**config.mk**
```make
export PLATFORM = sky130hd
export DESIGN_NAME = vrf_wb_arbiter
export DESIGN_NICKNAME = d
export VERILOG_FILES = /design/src/rtl/vrf_pkg.sv /design/src/rtl/rr_arbiter2.sv /design/src/rtl/vrf_wb_arbiter.sv
export SDC_FILE = /design/constraint.sdc
export NUM_CORES = 1
export LEC_CHECK = 0
export BUFFER_PORTS_ARGS = -buffer_cell sky130_fd_sc_hd__buf_4
export CORE_AREA = 4 4 321 323
export CTS_BUF_LIST = sky130_fd_sc_hd__clkbuf_16
export CTS_CLUSTER_SIZE = 20
export DETAILED_ROUTE_END_ITERATION = 10
export DIE_AREA = 0 0 325 327
export SLEW_MARGIN = 0
export SYNTH_ARGS = -nofsm -noshare
export SYNTH_HDL_FRONTEND = slang
export SYNTH_HIERARCHICAL = 1
export SYNTH_SLANG_ARGS = --single-unit
export TNS_END_PERCENT = 30
```
**constraint.sdc**
```tcl
create_clock -name clk -period 22.2 [get_ports clk]
set_input_delay 2.22 -clock clk [delete_from_list [all_inputs] [get_ports clk]]
set_output_delay 2.22 -clock clk [all_outputs]
set_load 0.01 [all_outputs]
```
**src/rtl/vrf_pkg.sv**
```systemverilog
// Shared types for the vector register file write-back path.
package vrf_pkg;

    localparam int unsigned VEC_W      = 16;
    localparam int unsigned VREG_N     = 32;
    localparam int unsigned VREG_IDX_W = 5;

    typedef logic [VEC_W-1:0][VEC_W-1:0] vec_t;
    typedef logic [VREG_IDX_W-1:0]       vreg_idx_t;

endpackage

```
**src/rtl/rr_arbiter2.sv**
```systemverilog
// Two-way round-robin arbiter; the priority flop flips to the other requester after a grant.
module rr_arbiter2 (
    input  logic       clk,
    input  logic       rst,
    input  logic [1:0] req,
    output logic [1:0] gnt
);

    logic prio;

    // Grants are masked during reset so requesters never see ready while held in reset.
    always_comb begin
        gnt = 2'b00;
        if (!rst) begin
            if (req[0] && (!req[1] || !prio)) begin
                gnt[0] = 1'b1;
            end else if (req[1]) begin
                gnt[1] = 1'b1;
            end
        end
    end

    always_ff @(posedge clk or posedge rst) begin
        if (rst) begin
            prio <= 1'b0;
        end else if (gnt[0]) begin
            prio <= 1'b1;
        end else if (gnt[1]) begin
            prio <= 1'b0;
        end
    end

endmodule

```
**src/rtl/vrf_wb_arbiter.sv**
```systemverilog
// VRF write-port arbiter with registered write stage and busy scoreboard.
// Optional contention counter built when VRF_WB_STATS_EN is defined.
module vrf_wb_arbiter
    import vrf_pkg::*;
#(
    parameter int unsigned WIDTH = VEC_W,
    parameter int unsigned NREQ  = 2
) (
    input  logic                                     clk,
    input  logic                                     rst,
    input  logic [NREQ-1:0]                          req_valid,
    input  logic [NREQ-1:0][VREG_IDX_W-1:0]          req_rd,
    input  logic [NREQ-1:0][WIDTH-1:0][WIDTH-1:0]    req_wd,
    output logic [NREQ-1:0]                          req_ready,
    input  logic                                     issue_valid,
    input  logic                                     issue_we,
    input  logic [VREG_IDX_W-1:0]                    issue_rs1,
    input  logic [VREG_IDX_W-1:0]                    issue_rs2,
    input  logic [VREG_IDX_W-1:0]                    issue_rs3,
    input  logic [VREG_IDX_W-1:0]                    issue_rd,
    output logic                                     issue_stall,
    output logic                                     WEV,
    output logic [VREG_IDX_W-1:0]                    RD,
    output logic [WIDTH-1:0][WIDTH-1:0]              WD,
    output logic [15:0]                              conflict_cnt
);

    logic [1:0]        gnt;
    logic [VREG_N-1:0] busy_q;
    logic [VREG_N-1:0] busy_d;
    logic              issue_set;

    rr_arbiter2 u_arb (
        .clk (clk),
        .rst (rst),
        .req (req_valid),
        .gnt (gnt)
    );

    assign req_ready = gnt;

    always_ff @(posedge clk or posedge rst) begin
        if (rst) begin
            WEV <= 1'b0;
            RD  <= '0;
            WD  <= '0;
        end else begin
            WEV <= |gnt;
            if (gnt[1]) begin
                RD <= req_rd[1];
                WD <= req_wd[1];
            end else if (gnt[0]) begin
                RD <= req_rd[0];
                WD <= req_wd[0];
            end
        end
    end

    assign issue_stall = issue_valid & (busy_q[issue_rs1] | busy_q[issue_rs2] | busy_q[issue_rs3]
                                        | (issue_we & busy_q[issue_rd]));
    assign issue_set   = issue_valid & issue_we & ~issue_stall;

    // Clear first so a same-cycle set on the committing index wins.
    always_comb begin
        busy_d = busy_q;
        if (WEV) begin
            busy_d[RD] = 1'b0;
        end
        if (issue_set) begin
            busy_d[issue_rd] = 1'b1;
        end
    end

    always_ff @(posedge clk or posedge rst) begin
        if (rst) begin
            busy_q <= '0;
        end else begin
            busy_q <= busy_d;
        end
    end

`ifdef VRF_WB_STATS_EN
    logic [15:0] conflict_q;

    always_ff @(posedge clk or posedge rst) begin
        if (rst) begin
            conflict_q <= '0;
        end else if ((&req_valid) && (conflict_q != 16'hFFFF)) begin
            conflict_q <= conflict_q + 16'd1;
        end
    end

    assign conflict_cnt = conflict_q;
`else
    assign conflict_cnt = 16'd0;
`endif

endmodule

```
==> impl_metrics.toml, run 1 <==
[synthesis]
synth-edff-count = 0
syn_area_um2 = 14680
yosysMostFrequentCell = "mux2i_1"
yosys.area.top_type = "dfrtp_1"
async_reset_ff_frac = 1.000
syn_inst = 1486
ys_ff_latch = 295
synth_area_leaders = "dfrtp_1 50%, mux2i_1 22%, o21ai_0 10%, nand2_1 8.0%, clkbuf_1 2.0%"
yosysTopAreaCellShare = 0.5028
syn_area_per_cell_um2 = 9.880
ys_types = 39
yosysSeqAreaShare = 0.5028
yosysWarnings = 6
ys.flop_type = "dfrtp_1"
yosys-top-cells-count = "320 x mux2i_1, 313 x nand2_1, 295 x dfrtp_1"

[die]
initial_core_util = 0.1470
core_um2 = 99860
die_area_um2 = 106300
ioPinCount = 829
die_w_um = 325
die_h_um = 327
rows = 116

[sta]
fmax_mhz = 161.9
worst_pin_slew_ps = 1181
slew_violations = 0
fin_skew_ps = 22.46
fin_crit_ps = 6178
rsz0062_at_grt = "no"
finalSetupViolations = 0
tns_ps = 0
hold_viol_final = 0
period_share = 0.2783
worst_slew_margin_rel = 0.2106

[global_routing]
overflow = 0
grt_pass1_vias = 14311
grt_max_degree = 204
grt_pass1_wl_mm = 106.2
antenna_found_initial = 50
grt_usage = 0.1371

[cells_and_area]
fin_nets = 2792
final_core_util = 0.2324
area_growth_pct = 58.07
fillerInstances = 10877
ff_latch_area_um2 = 7382
drive_above_1_share = 0.3920
multiInputGateArea_um2 = 6820

[worst_setup_path]
crit_chain = "buf_4, mux4_2, a22oi_1, o211ai_1, a2111oi_0, nor2b_1, buf_4"
crit_type = "input pin to output port"
critPathMaxStageDelay_ps = 510
r2r_cells = 6
cp_slowest_cell = "mux4_2"
worst-path-max-fanout = 10
startpoint = "issue_rd[0]"
ff2ff_setup_slack_ps = 18500
crit_path_frequent_cell = "buf_4"
cp.depth = 7
r2r-end = "WD[223]$_DFFE_PP0P_"
critPathCaptureType = "output port"
required_ps = 19980
reg2reg_from = "u_arb/prio$_DFFE_PP0P_"
critPathTopFamily = "compound AO/OA/AOI/OAI gates"
arrival_ps = 3960
critPathCapture = "issue_stall"
cp.buffers_inverters = 2
crit_path_start_kind = "input pin"

[clock_network]
htree_num_levels = 2
root_buffer = "clkbuf_16"
cts_setup_buffers = 0
cts_tree = "yes"
cts_buffer_depth = 3
cts_sinks = 295
cts_made_buffers = 38
cts_hold_buffers = 0
clk_latency_ps = 580
cts_resized = 0
clkTransAtPathRegs_ps = 50

[pwr]
seq_power_share = 0.414
switchingPower_mw = 0.6501
power.density_nw_per_um2 = 82.19
p_int_mw = 1.257
p_sw_frac = 0.3408
p_leak_nw = 10.31
ir_worst_vdd_mv = 0.03998
p_comb_frac = 0.286
clkPwrFrac = 0.300

[route]
drt-initial-drc-count = 720
wire_per_inst_um = 21.36
drt_pass1_iterations = 5
drt_wl_total_mm = 76.54
remaining_drc_errors = 0
viasPerCell = 3.994
via_count = 14314
final_antenna_net_count = 0

[place]
hpwl_mm = 61.46
port-buffer-count = 812
gp_congestion = 0.8704

[run_status]
status = "complete, no violations"

[job]
drv_cap = 0

[hold_path]
hold_class = "register to register"
## cells in the final DEF, fill, tap and decap left out, types with 2 or more instances in the layout
| master | netlist | layout |
|---|---|---|
| nand3_1 | 14 | 14 |
| and2_1 | 3 | 3 |
| mux2i_1 | 320 | 320 |
| clkinvlp_4 | 0 | 2 |
| inv_1 | 3 | 9 |
| nand3b_1 | 7 | 7 |
| conb_1 | 1 | 16 |
| diode_2 | 0 | 13 |
| or3_1 | 2 | 2 |
| nand2b_1 | 6 | 6 |
| or3b_2 | 4 | 4 |
| nor3_1 | 2 | 2 |
| o21ai_1 | 32 | 32 |
| nor3b_1 | 5 | 5 |
| a22oi_1 | 14 | 14 |
| o21ai_0 | 294 | 294 |
| dfrtp_1 | 295 | 295 |
| a21oi_1 | 10 | 9 |
| o22ai_1 | 4 | 4 |
| buf_4 | 16 | 822 |
| a211oi_1 | 3 | 3 |
| clkbuf_16 | 0 | 38 |
| nand2_1 | 313 | 313 |
| inv_6 | 0 | 4 |
| nand4_1 | 3 | 3 |
| buf_12 | 0 | 2 |
| mux4_2 | 3 | 3 |
| clkinv_2 | 0 | 9 |
| nor2_1 | 9 | 9 |
| clkinv_1 | 0 | 8 |
| nor2b_1 | 7 | 7 |
## cells by family after synthesis
| logic type | synth area share |
|---|---|
| simple gates | 0.1096 |
| mux | 0.2228 |
| other cells | 0.0002554 |
| compound gates | 0.1266 |
| flops | 0.5028 |
| buf+inv | 0.03801 |
## per-layer routing
layer,GRT usage,share of wire
met5,0,0.0019
met4,0.04535,0.035
met3,0.05458,0.094
met2,0.2271,0.47
met1,0.1622,0.40
## power groups by stage
stage	registers, mW	logic, mW	clock network, mW
finish	0.789	0.545	0.573
global route	0.802	0.600	0.616
CTS	0.786	0.554	0.597
detailed placement	0.792	0.553	0
global placement	0.793	0.545	0
floorplan	0.784	0.215	0
## registers in the layout, indices dropped and copies added (netlist names)
signal / count
u_arb/prio: 1
WEV: 1
WD: 256
RD: 5
busy_q: 32
## worst reg2reg max path, delay by kind of cell, from the launching register on
kind	cells	cell delay, ps
AO/OA/AOI/OAI	2	250
multiplexers	1	380
flip-flops	1	420
buffers and inverters	3	2500
## worst min-delay path by stage
stage / start / to / slack, ps / depth (start not counted)
after floorplan: u_arb/prio$_DFFE_PP0P_ / u_arb/prio$_DFFE_PP0P_ / 470 / 1
after detailed placement: u_arb/prio$_DFFE_PP0P_ / u_arb/prio$_DFFE_PP0P_ / 550 / 1
final: u_arb/prio$_DFFE_PP0P_ / u_arb/prio$_DFFE_PP0P_ / 550 / 1
after global routing: WD[201]$_DFFE_PP0P_ / WD[201]$_DFFE_PP0P_ / 590 / 2
after CTS: u_arb/prio$_DFFE_PP0P_ / u_arb/prio$_DFFE_PP0P_ / 560 / 1
after global placement: u_arb/prio$_DFFE_PP0P_ / u_arb/prio$_DFFE_PP0P_ / 540 / 1
## per-stage QoR
| step | hold WS [ps] | power [mW] | area [um^2] | setup WS [ps] | instances |
|---|---|---|---|---|---|
| finish | 550.7 | 1.907 | 23210 | 16020 | 3584 |
| global route | 587.4 | 2.019 | 23200 | 15890 | 3580 |
| CTS | 555.8 | 1.936 | 23170 | 16000 | 3571 |
| detailed placement | 553.7 | 1.345 | 22060 | 16000 | 3502 |
| global placement | 538.0 | 1.338 | 22060 | 16020 | 3502 |
| floorplan | 472.1 | 0.9982 | 14740 | 11860 | 1501 |
## cell type report
| cell class | count | share of cell area |
|---|---|---|
| flip-flops and latches | 295 | 0.3181 |
| multi-input cells | 1082 | 0.2939 |
| repair buffers | 824 | 0.2676 |
| well taps | 1298 | 0.06998 |
| clock buffers | 38 | 0.04097 |
| clock inverters | 31 | 0.007224 |
| diodes | 13 | 0.001402 |
| inverters | 3 | 0.0008087 |
(Power assumes the default switching activity.)
==> run 2, diff against run 1 <==
Settings changed: CORE_AREA 4 4 321 323 to 4 4 322 324, DIE_AREA 0 0 325 327 to 0 0 326 328.
Clock period 22.2 ns to 6.1 ns, I/O delays scaled along.
==> run 2 against run 1 <==
  * Global-route usage is 0.92 points lower
  * Register-to-register slack worse by 15000 ps
  * Sequential share of layout area is 0.44 points lower
  * Worst hold slack worse by 340 ps
  * Critical path type unchanged
==> impl_metrics.toml, run 2 (synthesized netlist as in run 1, its figures left out) <==
[run_status]
status = "complete, no violations"

[route]
drt_pass1_iterations = 5
drt_wl_total_mm = 72.00
final_antenna_net_count = 0
wire_per_inst_um = 19.66
viasPerCell = 3.943
drt-initial-drc-count = 743
remaining_drc_errors = 0
via_count = 14439

[sta]
fmax_mhz = 287.7
worst_pin_slew_ps = 1202
hold_viol_final = 0
fin_crit_ps = 3475
worst_slew_margin_rel = 0.1925
finalSetupViolations = 0
slew_violations = 0
fin_skew_ps = 27.37
period_share = 0.5697
rsz0062_at_grt = "no"
tns_ps = 0

[worst_setup_path]
critPathCapture = "req_ready[0]"
required_ps = 5490
worst-path-max-fanout = 65
ff2ff_setup_slack_ps = 3580
crit_type = "input pin to output port"
startpoint = "rst"
r2r-end = "WD[22]$_DFFE_PP0P_"
arrival_ps = 2870
crit_path_start_kind = "input pin"
reg2reg_from = "u_arb/prio$_DFFE_PP0P_"
r2r_cells = 6
critPathCaptureType = "output port"

[die]
die_h_um = 328
die_w_um = 326
initial_core_util = 0.1451
die_area_um2 = 106900
rows = 117
core_um2 = 101200
ioPinCount = 829

[clock_network]
cts_resized = 0
root_buffer = "clkbuf_16"
cts_sinks = 295
cts_tree = "yes"
clk_latency_ps = 600
htree_num_levels = 2
cts_made_buffers = 39
cts_buffer_depth = 3
clkTransAtPathRegs_ps = 60

[cells_and_area]
top_register = "WD"
final_common_cell = "buf_4"
final_cell_mix = "828 x buf_4, 320 x mux2i_1, 313 x nand2_1"
drive_above_1_share = 0.3937
stdcell_area_um2 = 23530
largest_register_ffs = 256
area_growth_pct = 60.28
reg_top3 = "WD: 256 flops, busy_q: 32 flops, RD: 5 flops"
fin_nets = 2804
final_core_util = 0.2326

[job]
drv_cap = 0

[place]
hpwl_mm = 57.49
port-buffer-count = 812
placed_area_um2 = 22270
gp_congestion = 0.8885

[global_routing]
grt_usage = 0.1279
grtUsageMet3 = 0.05485
use_met2 = 0.2120
top_usage_layer = "met2"
grt_max_degree = 138
grt_pass1_wl_mm = 101.7
overflow = 0
antenna_found_initial = 28
grt_pass1_vias = 14459
met1_usage = 0.1506

[pwr]
clkPwrFrac = 0.318
power.density_nw_per_um2 = 301.4
p_comb_frac = 0.281
p_int_mw = 4.706
ir_worst_vdd_mv = 0.2234
p_sw_frac = 0.3365
switchingPower_mw = 2.386
p_leak_nw = 10.45
seq_power_share = 0.401

[hold_path]
hold_class = "input pin to register"
-- run 2: cell types whose count changed in the layout (fill, tap and decap cells not counted), moves of 2 or more --
cell,previous run,this run
buf_12,2,6
buf_4,822,828
bufinv_16,0,2
clkinv_1,8,6
clkinv_16,0,2
clkinv_2,9,7
diode_2,13,8
inv_1,9,14
inv_6,4,1
-- run 2: worst max-delay path: stages --
cell	delay (ps)
dlygate4sd3_1	560
buf_4	170
or2b_1	260
a21oi_4	590
buf_12	440
buf_4	210
-- run 2: what timing repair did --
item                                   4_1_cts  5_1_grt
buffers inserted                             0        0
hold buffers                                 1        0
endpoints found under the hold margin        1        0
-- run 2: per-stage QoR --
step                hold slack (ps)  setup WS (ps)  power, mW  instances
finish                        212.9           2625      7.092       3662
global route                  182.4           2432      7.512       3656
CTS                           160.4           2529      7.210       3654
detailed placement            501.8           3072      4.876       3582
global placement              495.1           3033      4.850       3582
floorplan                     338.7           1587      3.633       1501
-- run 2: layout make-up --
cell class	count	area, um^2
Antenna cell	8	20.02
Clock buffer	39	975.9
Clock inverter	32	260.3
Fill cell	11032	77620
Inverter	3	15.01
Multi-Input combinational cell	1082	6820
Sequential cell	295	7382
Tap cell	1368	1712
Timing Repair Buffer	835	6346
-- run 2: power groups by stage --
stage | sequential [mW] | clock (mW) | combinational [mW]
global route | 2.90 | 2.42 | 2.19
detailed placement | 2.85 | 0 | 2.02
finish | 2.85 | 2.25 | 1.99
global placement | 2.85 | 0 | 1.99
floorplan | 2.85 | 0 | 0.781
CTS | 2.83 | 2.35 | 2.03
-- run 2: worst min-delay path by stage --
stage               cells past startpoint                endpoint   startpoint  slack (ps)
floorplan                               1  u_arb/prio$_DFFE_PP0P_          rst         340
global placement                        2  u_arb/prio$_DFFE_PP0P_          rst         500
detailed placement                      2  u_arb/prio$_DFFE_PP0P_          rst         500
CTS                                     3     WD[140]$_DFFE_PP0P_  req_wd[396]         160
global route                            3      WD[65]$_DFFE_PP0P_  req_wd[321]         180
finish                                  3     WD[110]$_DFFE_PP0P_  req_wd[366]         210
-- run 2: routing by layer --
layer	up-vias	share of wire	wire length, um
li1	6722	-	-
met1	6895	0.40	28540
met2	674	0.47	34070
met3	120	0.10	7325
met4	28	0.025	1784
met5	-	0.0038	275
